File: config.mk
export PLATFORM = sky130hd
export DESIGN_NAME = fpu_put_z
export DESIGN_NICKNAME = d
export VERILOG_FILES = /design/src/rtl/fpu_put_z.sv
export SDC_FILE = /design/constraint.sdc
export NUM_CORES = 1
export LEC_CHECK = 0
export ABC_AREA = 0
export BUFFER_PORTS_ARGS = -buffer_cell sky130_fd_sc_hd__buf_2
export CAP_MARGIN = 20
export CORE_AREA = 4 4 76 85
export CTS_BUF_LIST = sky130_fd_sc_hd__clkbuf_8
export DETAILED_ROUTE_END_ITERATION = 6
export DIE_AREA = 0 0 80 89
export HOLD_SLACK_MARGIN = 0.08
export PLACE_DENSITY = 0.79
export SLEW_MARGIN = 20
export SYNTH_ARGS = -nofsm -noshare
export SYNTH_HDL_FRONTEND = slang
export SYNTH_SLANG_ARGS = --single-unit
export TNS_END_PERCENT = 10
File: constraint.sdc
create_clock -name clk -period 2.4 [get_ports clk]
set_input_delay 0.24 -clock clk [delete_from_list [all_inputs] [get_ports clk]]
set_output_delay 0.24 -clock clk [all_outputs]
set_load 0.01 [all_outputs]
File: src/rtl/fpu_put_z.sv
// Output stage of the FPU: captures one unpacked result and packs it into a binary32 word.
// It then holds the word on a strobe/acknowledge port until the consumer accepts it.
module fpu_put_z (
  input  logic        clk,
  input  logic        rst,
  input  logic        in_s,
  input  logic [9:0]  in_e,
  input  logic [23:0] in_m,
  input  logic        in_nan,
  input  logic        in_stb,
  output logic        in_ack,
  output logic [31:0] output_z,
  output logic        output_z_stb,
  input  logic        output_z_ack,
  output logic [3:0]  state_out
);

  localparam logic [3:0] ST_IDLE  = 4'd0;
  localparam logic [3:0] ST_PACK  = 4'd1;
  localparam logic [3:0] ST_PUT_Z = 4'd2;

  logic [3:0]  state_q, state_d;
  logic        s_q, s_d;
  logic [9:0]  e_q, e_d;
  logic [23:0] m_q, m_d;
  logic        nan_q, nan_d;
  logic        in_ack_q, in_ack_d;
  logic [31:0] z_q, z_d;
  logic        z_stb_q, z_stb_d;

  logic [9:0]  biased_e;
  logic [31:0] packed_z;

  always_ff @(posedge clk or posedge rst) begin
    if (rst) begin
      state_q  <= ST_IDLE;
      s_q      <= 1'b0;
      e_q      <= 10'd0;
      m_q      <= 24'd0;
      nan_q    <= 1'b0;
      in_ack_q <= 1'b1;
      z_q      <= 32'h0;
      z_stb_q  <= 1'b0;
    end else begin
      state_q  <= state_d;
      s_q      <= s_d;
      e_q      <= e_d;
      m_q      <= m_d;
      nan_q    <= nan_d;
      in_ack_q <= in_ack_d;
      z_q      <= z_d;
      z_stb_q  <= z_stb_d;
    end
  end

  always_comb begin
    state_d = ST_IDLE;
    case (state_q)
      ST_IDLE:  state_d = (in_stb && in_ack_q) ? ST_PACK : ST_IDLE;
      ST_PACK:  state_d = ST_PUT_Z;
      ST_PUT_Z: state_d = (z_stb_q && output_z_ack) ? ST_IDLE : ST_PUT_Z;
      default:  state_d = ST_IDLE;
    endcase
  end

  // Exponent range tests are signed: 10'h3FF is -1, not a large overflow.
  always_comb begin
    biased_e = e_q + 10'd127;
    if (nan_q)
      packed_z = 32'h7FC00000;
    else if ($signed(e_q) > 10'sd127)
      packed_z = {s_q, 8'hFF, 23'h0};
    else if ($signed(e_q) < -10'sd126)
      packed_z = {s_q, 31'h0};
    else if (($signed(e_q) == -10'sd126) && !m_q[23])
      packed_z = {s_q, 8'h00, m_q[22:0]};
    else
      packed_z = {s_q, biased_e[7:0], m_q[22:0]};
  end

  always_comb begin
    s_d      = s_q;
    e_d      = e_q;
    m_d      = m_q;
    nan_d    = nan_q;
    in_ack_d = in_ack_q;
    z_d      = z_q;
    z_stb_d  = z_stb_q;
    case (state_q)
      ST_IDLE: begin
        in_ack_d = 1'b1;
        if (in_stb && in_ack_q) begin
          s_d      = in_s;
          e_d      = in_e;
          m_d      = in_m;
          nan_d    = in_nan;
          in_ack_d = 1'b0;
        end
      end
      ST_PACK: begin
        z_d     = packed_z;
        z_stb_d = 1'b1;
      end
      ST_PUT_Z: begin
        if (z_stb_q && output_z_ack) begin
          z_stb_d  = 1'b0;
          in_ack_d = 1'b1;
        end
      end
      default: begin
        in_ack_d = 1'b1;
        z_stb_d  = 1'b0;
      end
    endcase
  end

  assign in_ack       = in_ack_q;
  assign output_z     = z_q;
  assign output_z_stb = z_stb_q;
  assign state_out    = state_q;

endmodule

==> results_dict.tcl <==
set metrics [dict create \
    status "completed" \
    drt-wirelength-per-cell_um 15.2 \
    root_buffer "clkbuf_8" \
    drv_slew 0 \
    use_met1_pct 22.3 \
    relSlewSlack_pct 27.9 \
    drtIter0Drc 117 \
    grt_pass1_wl_mm 9.23 \
    hold_depth 3 \
    cts_sinks 72 \
    dp.final_hpwl_mm 3.93 \
    fin_nets 336 \
    reg2reg_setup_slack_ns 0.18 \
    port-buffer-count 75 \
    final-setup-viol-count 0 \
    hp-start "in_m[22]" \
    clock_latency_ns 0.34 \
    period_needed_ns 2.22 \
    grt_pass1_vias 1970 \
    yosysWarnings 0 \
    ios 78 \
    synth.cells.most_frequent "71 x dfrtp_1, 32 x mux2_2, 22 x a22o_1" \
    setup_tns_ns 0 \
    met2_usage_pct 26.5 \
    grt_antenna_before_repair 1 \
    path_clk_slew_ns 0.07 \
    drive_above_1_share_pct 45.6 \
    p_seq_share_pct 52.6 \
    cp-start-kind "flop" \
    dr.pass1.iters 5 \
    use_met3_pct 6.05 \
    syn_avg_cell_area_um2 13.6 \
    synth_most_common_cell "dfrtp_1" \
    fin_skew_ns 0.0124 \
    area_growth_pct 23.4 \
    stdcell_area_um2 3590 \
    cts_buffer_depth 2 \
    grt-busiest-layer "met2" \
    postPlaceCellArea_um2 3370 \
    reg2reg_from "e_q[7]" \
    cts_resized 0 \
    synth_area_um2 2910 \
    synth.area.top_cells "dfrtp_1 61%, mux2_2 12%, a22o_1 6.6%" \
    globalplace.congestion 0.749 \
    synth.distinct_cells 37 \
    tritoncts "done" \
    overflow 0 \
    wl_mm 5.71 \
    avgViaCountPerCell 5.29 \
    min_to "m_q[22]" \
    cp.arrival_ns 2.49 \
    vias 1984 \
    start_util_pct 51.5 \
    die-area_um2 7120 \
    p_int_uw 1850 \
    numCtsBuffers 9 \
    synth_ff_type "dfrtp_1" \
    fp.coreArea_um2 5660 \
    switchingPower_uw 457 \
    ys_ff_latch 72 \
    drtAntennaViolNets 0 \
    critPathKind "reg -> reg" \
    fp.dieH_um 89 \
    postCtsSetupBuffers 0 \
    worstHoldPathType "in -> reg" \
    max_freq_mhz 450 \
    htreeDepth 3 \
    synth_top_cell_by_area "dfrtp_1" \
    cp_max_fo 22 \
    power.share.clock_pct 44.8 \
    fin_util_pct 63.5 \
    leakagePower_uw 0.00190 \
    hold_viol 0 \
    power.share.combinational_pct 2.6 \
    async_reset_ff_share_pct 100 \
    tightest_slew_ns 1.08 \
    antennaDiodeCount 0 \
    synth_edf_count 0 \
    synth-seq-area-share_pct 61.9 \
    p_sw_share_pct 19.8 \
    route.detailed.drc 0 \
    cp.required_ns 2.67 \
    yosys.area.top_type_share_pct 61.0 \
    syn-instance-count 214 \
    rsz0062_at_grt "false" \
    rows 29 \
    track_usage_pct 17.1 \
    reg2regPathDepth 4 \
    fin_crit_sh_pct 92.7 \
    peakVddDrop_mv 0.417 \
    chipWidth_um 80 \
    timing.max_cap.violations 0 \
    r2r-end "output_z[9]" \
    grt_max_degree 73 \
    p_per_area_nw_per_um2 641 \
    cp-end-kind "flop" \
]
==> logic make-up (layout without fill, tap and decap cells) <==
kind of cell,after synthesis,in the layout,share of synthesized area (%)
XOR/XNOR,4,4,1.20
buffers and inverters,17,100,3.09
AND/OR/NAND/NOR,39,39,6.61
multiplexers,32,32,12.4
AO/OA/AOI/OAI,47,47,13.9
flip-flops,72,72,61.9
other,1,2,0.129
adder cells (fa/ha/maj),2,2,0.859
==> per-stage QoR <==
step           setup slack, ns  hold slack (ns)  total power, uW  instances
2_1_floorplan            0.337            0.357             1260        215
3_3_place_gp             0.296            0.347             1300        359
3_5_place_dp             0.165            0.351             1300        359
4_1_cts                  0.152           0.0933             2330        375
5_1_grt                 0.0677            0.110             2400        375
6_report                 0.176            0.108             2300        375
==> cell type report <==
type                       count  area (um2)
inverter                       5        18.8
multi-input combinational    126        1030
sequential                    72        1800
fill                         459        2070
clock inverter                 5        81.3
clock buffer                  10         138
tap                           77        96.3
timing repair buffer          80         428
==> worst max path at each step <==
| stage | startpoint | to | slack [ns] | depth (start not counted) |
|---|---|---|---|---|
| after floorplan | rst | e_q[0] | 0.34 | 1 |
| after global placement | e_q[7] | output_z[3] | 0.30 | 4 |
| after detailed placement | e_q[7] | output_z[9] | 0.17 | 4 |
| after CTS | e_q[7] | output_z[9] | 0.15 | 4 |
| after global routing | e_q[8] | output_z[15] | 0.07 | 4 |
| final | e_q[7] | output_z[9] | 0.18 | 4 |
==> per-layer routing <==
layer / vias up / routed length [um]
met5: - / 13
met2: 59 / 2850
li1: 933 / -
met4: 2 / 70
met1: 982 / 2410
met3: 8 / 367
==> cells in the final DEF (no fill, tap or decap), types with 3 or more instances in the layout <==
master / count
a211oi_1: 4
a22o_1: 22
buf_2: 75
buf_4: 3
clkbuf_8: 10
dfrtp_1: 71
inv_1: 4
mux2_2: 32
nand2_1: 11
nand2b_1: 3
nor2_1: 11
o21ai_0: 6
xor2_1: 4
==> power groups by stage <==
stage	registers (uW)	logic, uW	clock network (uW)
2_1_floorplan	1240	22.3	0
3_3_place_gp	1240	60.8	0
3_5_place_dp	1240	61.1	0
4_1_cts	1210	62.7	1050
5_1_grt	1210	69.2	1120
6_report	1210	60.2	1030
==> state kept, by name, summed over array words and instances, names as in the netlist <==
register / cells
state_out: 2
in_ack: 1
m_q: 24
s_q: 1
e_q: 10
nan_q: 1
output_z: 32
output_z_stb: 1
==> timing repair <==
item / CTS / global route
hold buffers: 1 / 0
hold endpoints to repair: 71 / 0
endpoints found under the setup margin: 0 / 0
==> critical path: stages (launching register included) <==
cell and delay, ns:
dfrtp_1 0.45, o21ba_2 0.24, or3_1 0.39, a21oi_2 0.81, a22o_1 0.26
No activity file was read; power rests on OpenSTA's default activity.
